$ cat config.mk
export PLATFORM = sky130hd
export DESIGN_NAME = sn74ls160_sync_flat
export DESIGN_NICKNAME = d
export VERILOG_FILES = /design/src/rtl/sn74ls160_sync_pkg.sv /design/src/rtl/sn74ls160_sync_if.sv /design/src/rtl/sn74ls160_sync_next.sv /design/src/rtl/sn74ls160_sync.sv /design/src/flat_wrapper.sv
export SDC_FILE = /design/constraint.sdc
export NUM_CORES = 1
export LEC_CHECK = 0
export CAP_MARGIN = 30
export CORE_AREA = 2 2 39 41
export DETAILED_ROUTE_END_ITERATION = 8
export DIE_AREA = 0 0 41 43
export REMOVE_ABC_BUFFERS = 1
export SLEW_MARGIN = 20
export SYNTH_ARGS = -nofsm -noshare
export SYNTH_HDL_FRONTEND = slang
export SYNTH_SLANG_ARGS = --single-unit
$ cat constraint.sdc
create_clock -name clk -period 3.4 [get_ports clk]
set_input_delay 0.68 -clock clk [delete_from_list [all_inputs] [get_ports clk]]
set_output_delay 0.68 -clock clk [all_outputs]
set_load 0.02 [all_outputs]
$ cat src/rtl/sn74ls160_sync_pkg.sv
// sn74ls160_sync_pkg: shared width, default modulus and count-advance function.
// Honours SN74LS160_SYNC_TTL_ILLEGAL_EN for the genuine out-of-range sequence.
`default_nettype none

package sn74ls160_sync_pkg;

  localparam int WIDTH       = 4;
  localparam int MOD_DEFAULT = 10;

  // Value reached by one count step from q under modulus mod.
  function automatic logic [WIDTH-1:0] next_count(input logic [WIDTH-1:0] q, input int mod);
    logic [WIDTH-1:0] r_n;
    r_n = (int'(q) >= mod - 1) ? '0 : q + 1'b1;
`ifdef SN74LS160_SYNC_TTL_ILLEGAL_EN
    if (mod == 10 && q >= 4'd10) begin
      case (q)
        4'd10:   r_n = 4'd11;
        4'd11:   r_n = 4'd6;
        4'd12:   r_n = 4'd13;
        4'd13:   r_n = 4'd4;
        4'd14:   r_n = 4'd15;
        default: r_n = 4'd2;
      endcase
    end
`endif
    return r_n;
  endfunction

endpackage

`default_nettype wire

$ cat src/rtl/sn74ls160_sync_if.sv
// sn74ls160_sync_if: control/data bundle of the decade counter.
`default_nettype none

interface sn74ls160_sync_if;
  import sn74ls160_sync_pkg::*;

  logic             load;
  logic             ep;
  logic             et;
  logic [WIDTH-1:0] d;
  logic [WIDTH-1:0] q;
  logic             rco;

  modport master (output load, ep, et, d, input  q, rco);
  modport slave  (input  load, ep, et, d, output q, rco);

endinterface

`default_nettype wire

$ cat src/rtl/sn74ls160_sync_next.sv
// sn74ls160_sync_next: combinational load / count / hold selection.
// Clear has priority and is applied at the register in the top level.
`default_nettype none

module sn74ls160_sync_next
  import sn74ls160_sync_pkg::*;
#(
  parameter int MOD = MOD_DEFAULT
) (
  input  wire logic             i_load_n,
  input  wire logic             i_ep,
  input  wire logic             i_et,
  input  wire logic [WIDTH-1:0] i_d,
  input  wire logic [WIDTH-1:0] i_q,
  output logic      [WIDTH-1:0] o_q_next
);

  logic w_cnt_en;

  // Ternaries rather than if/else so X on the enables propagates into q.
  assign w_cnt_en = i_ep & i_et;
  assign o_q_next = !i_load_n ? i_d
                  : (w_cnt_en ? next_count(i_q, MOD) : i_q);

endmodule

`default_nettype wire

$ cat src/rtl/sn74ls160_sync.sv
// sn74ls160_sync: 74LS160-style synchronous BCD counter with ripple carry.
// Optional macro SN74LS160_SYNC_TTL_ILLEGAL_EN (MOD=10 only) enables TTL illegal-state sequence.
`default_nettype none

module sn74ls160_sync
  import sn74ls160_sync_pkg::*;
#(
  parameter int MOD = MOD_DEFAULT
) (
  input  wire logic       clk,
  input  wire logic       clr,
  sn74ls160_sync_if.slave bus
);

  localparam logic [WIDTH-1:0] C_TERM = WIDTH'(MOD - 1);

  generate
    if (MOD < 2 || MOD > 16) begin : g_bad_mod
      $error("sn74ls160_sync: MOD must be in 2..16");
    end
`ifdef SN74LS160_SYNC_TTL_ILLEGAL_EN
    if (MOD != 10) begin : g_bad_ttl_mod
      $error("sn74ls160_sync: TTL illegal-state sequence requires MOD=10");
    end
`endif
  endgenerate

  logic [WIDTH-1:0] r_q;
  logic [WIDTH-1:0] w_q_next;

  sn74ls160_sync_next #(
    .MOD (MOD)
  ) u_next (
    .i_load_n (bus.load),
    .i_ep     (bus.ep),
    .i_et     (bus.et),
    .i_d      (bus.d),
    .i_q      (r_q),
    .o_q_next (w_q_next)
  );

  always_ff @(posedge clk) begin
    if (clr) begin
      r_q <= '0;
    end else begin
      r_q <= w_q_next;
    end
  end

  assign bus.q   = r_q;
  // Carry is gated by et only, so cascaded stages see it drop without a clock.
  assign bus.rco = bus.et & (r_q == C_TERM);

endmodule

`default_nettype wire

$ cat src/flat_wrapper.sv
// flat-port wrapper written by rule: the top's interface ports become plain ports
module sn74ls160_sync_flat import sn74ls160_sync_pkg::*;
#(
  parameter int MOD = MOD_DEFAULT
)
  (clk, clr, bus_load, bus_ep, bus_et, bus_d, bus_q, bus_rco);
  sn74ls160_sync_if bus_i ();
  input  wire logic clk;
  input  wire logic clr;
  input wire logic [$bits(bus_i.load)-1:0] bus_load;
  input wire logic [$bits(bus_i.ep)-1:0] bus_ep;
  input wire logic [$bits(bus_i.et)-1:0] bus_et;
  input wire logic [$bits(bus_i.d)-1:0] bus_d;
  output wire logic [$bits(bus_i.q)-1:0] bus_q;
  output wire logic [$bits(bus_i.rco)-1:0] bus_rco;
  assign bus_i.load = bus_load;
  assign bus_i.ep = bus_ep;
  assign bus_i.et = bus_et;
  assign bus_i.d = bus_d;
  assign bus_q = bus_i.q;
  assign bus_rco = bus_i.rco;
  sn74ls160_sync #(.MOD(MOD)) u_core (.clk(clk), .clr(clr), .bus(bus_i));
endmodule
## Word-level counts from Yosys, hierarchy flattened

Cells that the tools add are included.

- Register bits: 4
- Latch bits: 0
- RAM bits: 0
- Bits in read-only memories: 0
- Input bits: 9
- Output and inout bits: 5
- Word-level logic and storage cells: 10
- Memories: 0

- Add/subtract/negate cells: 1
- Multipliers: 0
- Div/mod/pow operators: 0
- Order comparisons: 1
- Equality and inequality tests: 2
- Shift operators: 0
- Muxes and demuxes: 3
- Bitwise gates (word level): 2
- Reduce and logical (&&, ||, !) cells: 0

Operators by type and width:

| operator | number |
|---|---|
| 4-bit two-way mux | 3 |
| 4-bit by 1-bit adder with 4-bit output, second input constant | 1 |
| 4-bit equality test, second input constant | 1 |
| 4-bit >= comparator, second input constant | 1 |
| 1-bit AND | 2 |
| 2-bit by 1-bit != test with 1-bit output, second input constant | 1 |

## Logic depth before layout (Yosys ltp)

- Depth after elaboration: 4
- Depth in mapped cells: 5
- Depth with buffers taken out: 5

## By module

From an unflattened synthesis, not the netlist that was laid out.

- Cell total of the unflattened synthesis: 39
- Area, all modules: 309.0 µm²

Modules (own cells, without submodules):

| module | instances | cells an instance | area an instance (µm²) | sequential area each (µm²) |
|---|---|---|---|---|
| sn74ls160_sync_next | 1 | 29 | 191.4 | 0.0 |
| sn74ls160_sync | 1 | 10 | 117.6 | 80.1 |

## Least setup slack after synthesis

Ideal clock, no wire load.

- Kind: reg2out
- Start: reg u_core.r_q[0], in the netlist u_core.bus.q[0]
- End: out bus_rco
- Arrival time: 1.224 ns
- Data required time: 2.720 ns
- Setup slack: 1.496 ns
- Cell stages (with the launch flop): 4
- Buffers on the path: 0
- Cells stage by stage: dfxtp_1 > ha_1 > nand2_1 > nor3_1

- Longest elaborated chain between the ends: 2

Ends and longest elaborated chain:

| what | RTL line | text |
|---|---|---|
| start: declaration | sn74ls160_sync.sv:28 | `logic [WIDTH-1:0] r_q;` |
| start signal: assignment | sn74ls160_sync.sv:46 | `r_q <= w_q_next;` |
| 4-bit equality test | sn74ls160_sync.sv:52 | `assign bus.rco = bus.et & (r_q == C_TERM);` |
| 1-bit AND | sn74ls160_sync.sv:52 |  |
| end: declaration | flat_wrapper.sv:15 | `output wire logic [$bits(bus_i.rco)-1:0] bus_rco;` |

No other way between the ends.

## Worst setup path in the final report

- Start: in bus_et
- End: out bus_rco

- Longest elaborated chain between the ends: 1

Ends and longest elaborated chain:

| what | RTL line | text |
|---|---|---|
| start: declaration | flat_wrapper.sv:12 | `input wire logic [$bits(bus_i.et)-1:0] bus_et;` |
| 1-bit AND | sn74ls160_sync.sv:52 |  |

No other way between the ends.

==> impl_metrics.tcl <==
set metrics [dict create \
    firstDrtPassIters 2 \
    cp_data_required_time_ns 2.72 \
    p_sw_frac 0.269 \
    synth_edf_count 0 \
    hold_violations 0 \
    multi_input_area_um2 186 \
    holdWs_ns 0.547 \
    grt_pass1_wl_mm 1.17 \
    status "finished clean" \
    ios 14 \
    p_sw_uw 40.6 \
    seq_power_share 0.362 \
    final_nets 63 \
    syn_area_um2 283 \
    clk_latency_ns 0.23 \
    h-tree-depth 1 \
    gp_congestion 0.758 \
    seq_area_um2 80.1 \
    r2r_end "u_core.bus.q[0]" \
    regToRegStartpoint "u_core.bus.q[1]" \
    yosys.cell_types.count 19 \
    stdcell_area_um2 450 \
    worstPathArrival_ns 2.00 \
    ys_seq_area_frac 0.283 \
    crit_path_end_kind "output port" \
    cts.sink_count 4 \
    drc 0 \
    p_leak_uw 0.000172 \
    path_common_cell "clkdlybuf4s50_1" \
    mostFrequentLayoutCells "clkdlybuf4s50_1 (13), dfxtp_1 (4)" \
    reg2reg_slack_ns 1.88 \
    finClkSkew_ns 0.00102 \
    cp-startpoint "bus_et" \
    syn_inst 34 \
    synth.avg_cell_area_um2 8.32 \
    die_y_um 43 \
    largest_register_ffs 4 \
    ctsResizeCount 0 \
    max_freq_mhz 373 \
    synthFlopType "dfxtp_1" \
    portBuffers 13 \
    final_common_cell "clkdlybuf4s50_1" \
    p_per_area_nw_per_um2 335 \
    crit_type "in -> out" \
    tightest_slew_ns 0.276 \
    grt-ovfl-total 0 \
    cap_violations 0 \
    fin_setup_tns_ns 0 \
    worstSetupEndpoint "bus_rco" \
    post_cts_hold_buffer_count 0 \
    setup_violations 0 \
    cts_max_path_buffers 2 \
    start_kind "input pin" \
    die_area_um2 1760 \
    p_int_uw 110 \
    drive_above_1_share 0.102 \
    grt_usage 0.0993 \
    yosys_warnings 0 \
    synthToLayoutAreaGrowth_pct 59.3 \
    clk_pin_slew_ns 0.04 \
    drtIter0Drc 2 \
    numCtsBuffers 3 \
    coreArea_um2 1380 \
    vias 300 \
    place_area_um2 428 \
    crit_chain "clkdlybuf4s50_1 > nand2_1 > nor3_1 > clkdlybuf4s50_1" \
    diodes 0 \
    cp_max_fo 4 \
    slowest_stage "clkdlybuf4s50_1" \
    slew_headroom 0.815 \
    post-route-period-util 0.788 \
    pwr-share-clk 0.388 \
    antenna_found_initial 0 \
    rr_worst_depth 5 \
    fillerInstances 150 \
    irDropWorstVdd_uv 132 \
    hp-class "reg -> reg" \
    finalCriticalPeriod_ns 2.68 \
    grt_pass1_vias 289 \
    max_stage_delay_ns 0.62 \
    rows 14 \
    cts_setup_buffers 0 \
    yosys_register_bits 4 \
    ant_nets 0 \
    wl_per_cell_um 10.4 \
    die_w_um 41 \
    cts_root_buf "clkbuf_4" \
    pwr-share-comb 0.251 \
    totalWireLength_um 673 \
    drv_slew 0 \
    start_util 0.204 \
    rsz0062_at_grt "no" \
    async_flop_share 0 \
    viasPerCell 4.62 \
    cts_tree "built" \
    fin_util 0.325 \
    grt_max_degree 10 \
]
## cell usage after synthesis (all sizes together), types with 2 or more instances
cell type	instances	area, um^2
a31oi	3	18.8
dfxtp	4	80.1
ha	3	37.5
inv	3	11.3
nand2	3	11.3
o211ai	3	22.5
nor2b	2	12.5
a21oi	2	10.0
## worst min path at each step
stage	startpoint	slack, ns	endpoint	cells after the start
after floorplan	u_core.bus.q[3]	0.59	u_core.bus.q[3]	2
after global placement	u_core.bus.q[3]	0.54	u_core.bus.q[3]	2
after detailed placement	u_core.bus.q[3]	0.53	u_core.bus.q[3]	2
after CTS	u_core.bus.q[3]	0.54	u_core.bus.q[3]	2
after global routing	u_core.bus.q[3]	0.57	u_core.bus.q[3]	2
final	u_core.bus.q[3]	0.55	u_core.bus.q[3]	2
## critical path, delay by kind of cell
family / cells / cell delay [ns]
and+or+nand+nor: 2 / 0.19
buffers and inverters: 2 / 1.13
## power by group through the flow
stage | clock network, uW | registers, uW | logic, uW
finish | 58.5 | 54.7 | 37.8
global route | 63.1 | 55.3 | 42.3
CTS | 62.1 | 54.7 | 38.2
detailed placement | 0 | 55.5 | 38.0
global placement | 0 | 55.6 | 38.0
floorplan | 0 | 58.1 | 14.3
## cell families (layout without fill, tap and decap cells)
family / after synthesis / in the layout / synth area share
AOI/OAI and AO/OA: 10 / 10 / 0.243
buffers and inverters: 4 / 19 / 0.0575
xor gates and xnor gates: 1 / 1 / 0.0310
and+or+nand+nor: 12 / 12 / 0.252
adders and majority gates: 3 / 3 / 0.133
DFF: 4 / 4 / 0.283
## area by class of cell
cell class / instances / area share
repair buffers: 13 / 0.289
clock buffers: 3 / 0.0500
inverters: 3 / 0.0250
multi-input cells: 26 / 0.414
flip-flops and latches: 4 / 0.178
well taps: 16 / 0.0444
## metal layers
layer,global-route usage,share of wire
met1,0.109,0.42
met2,0.156,0.55
met3,0.0157,0.031
met4,0.0800,0
met5,0,0
## stage by stage
stage                     worst slack, ns  instances  power, uW
after floorplan                      1.50         33       72.4
after global placement              0.732         62       93.6
after detailed placement            0.705         62       93.5
after CTS                           0.704         65        155
after global routing                0.642         65        161
final                               0.720         65        151
Power figures use the tool's default switching activity.
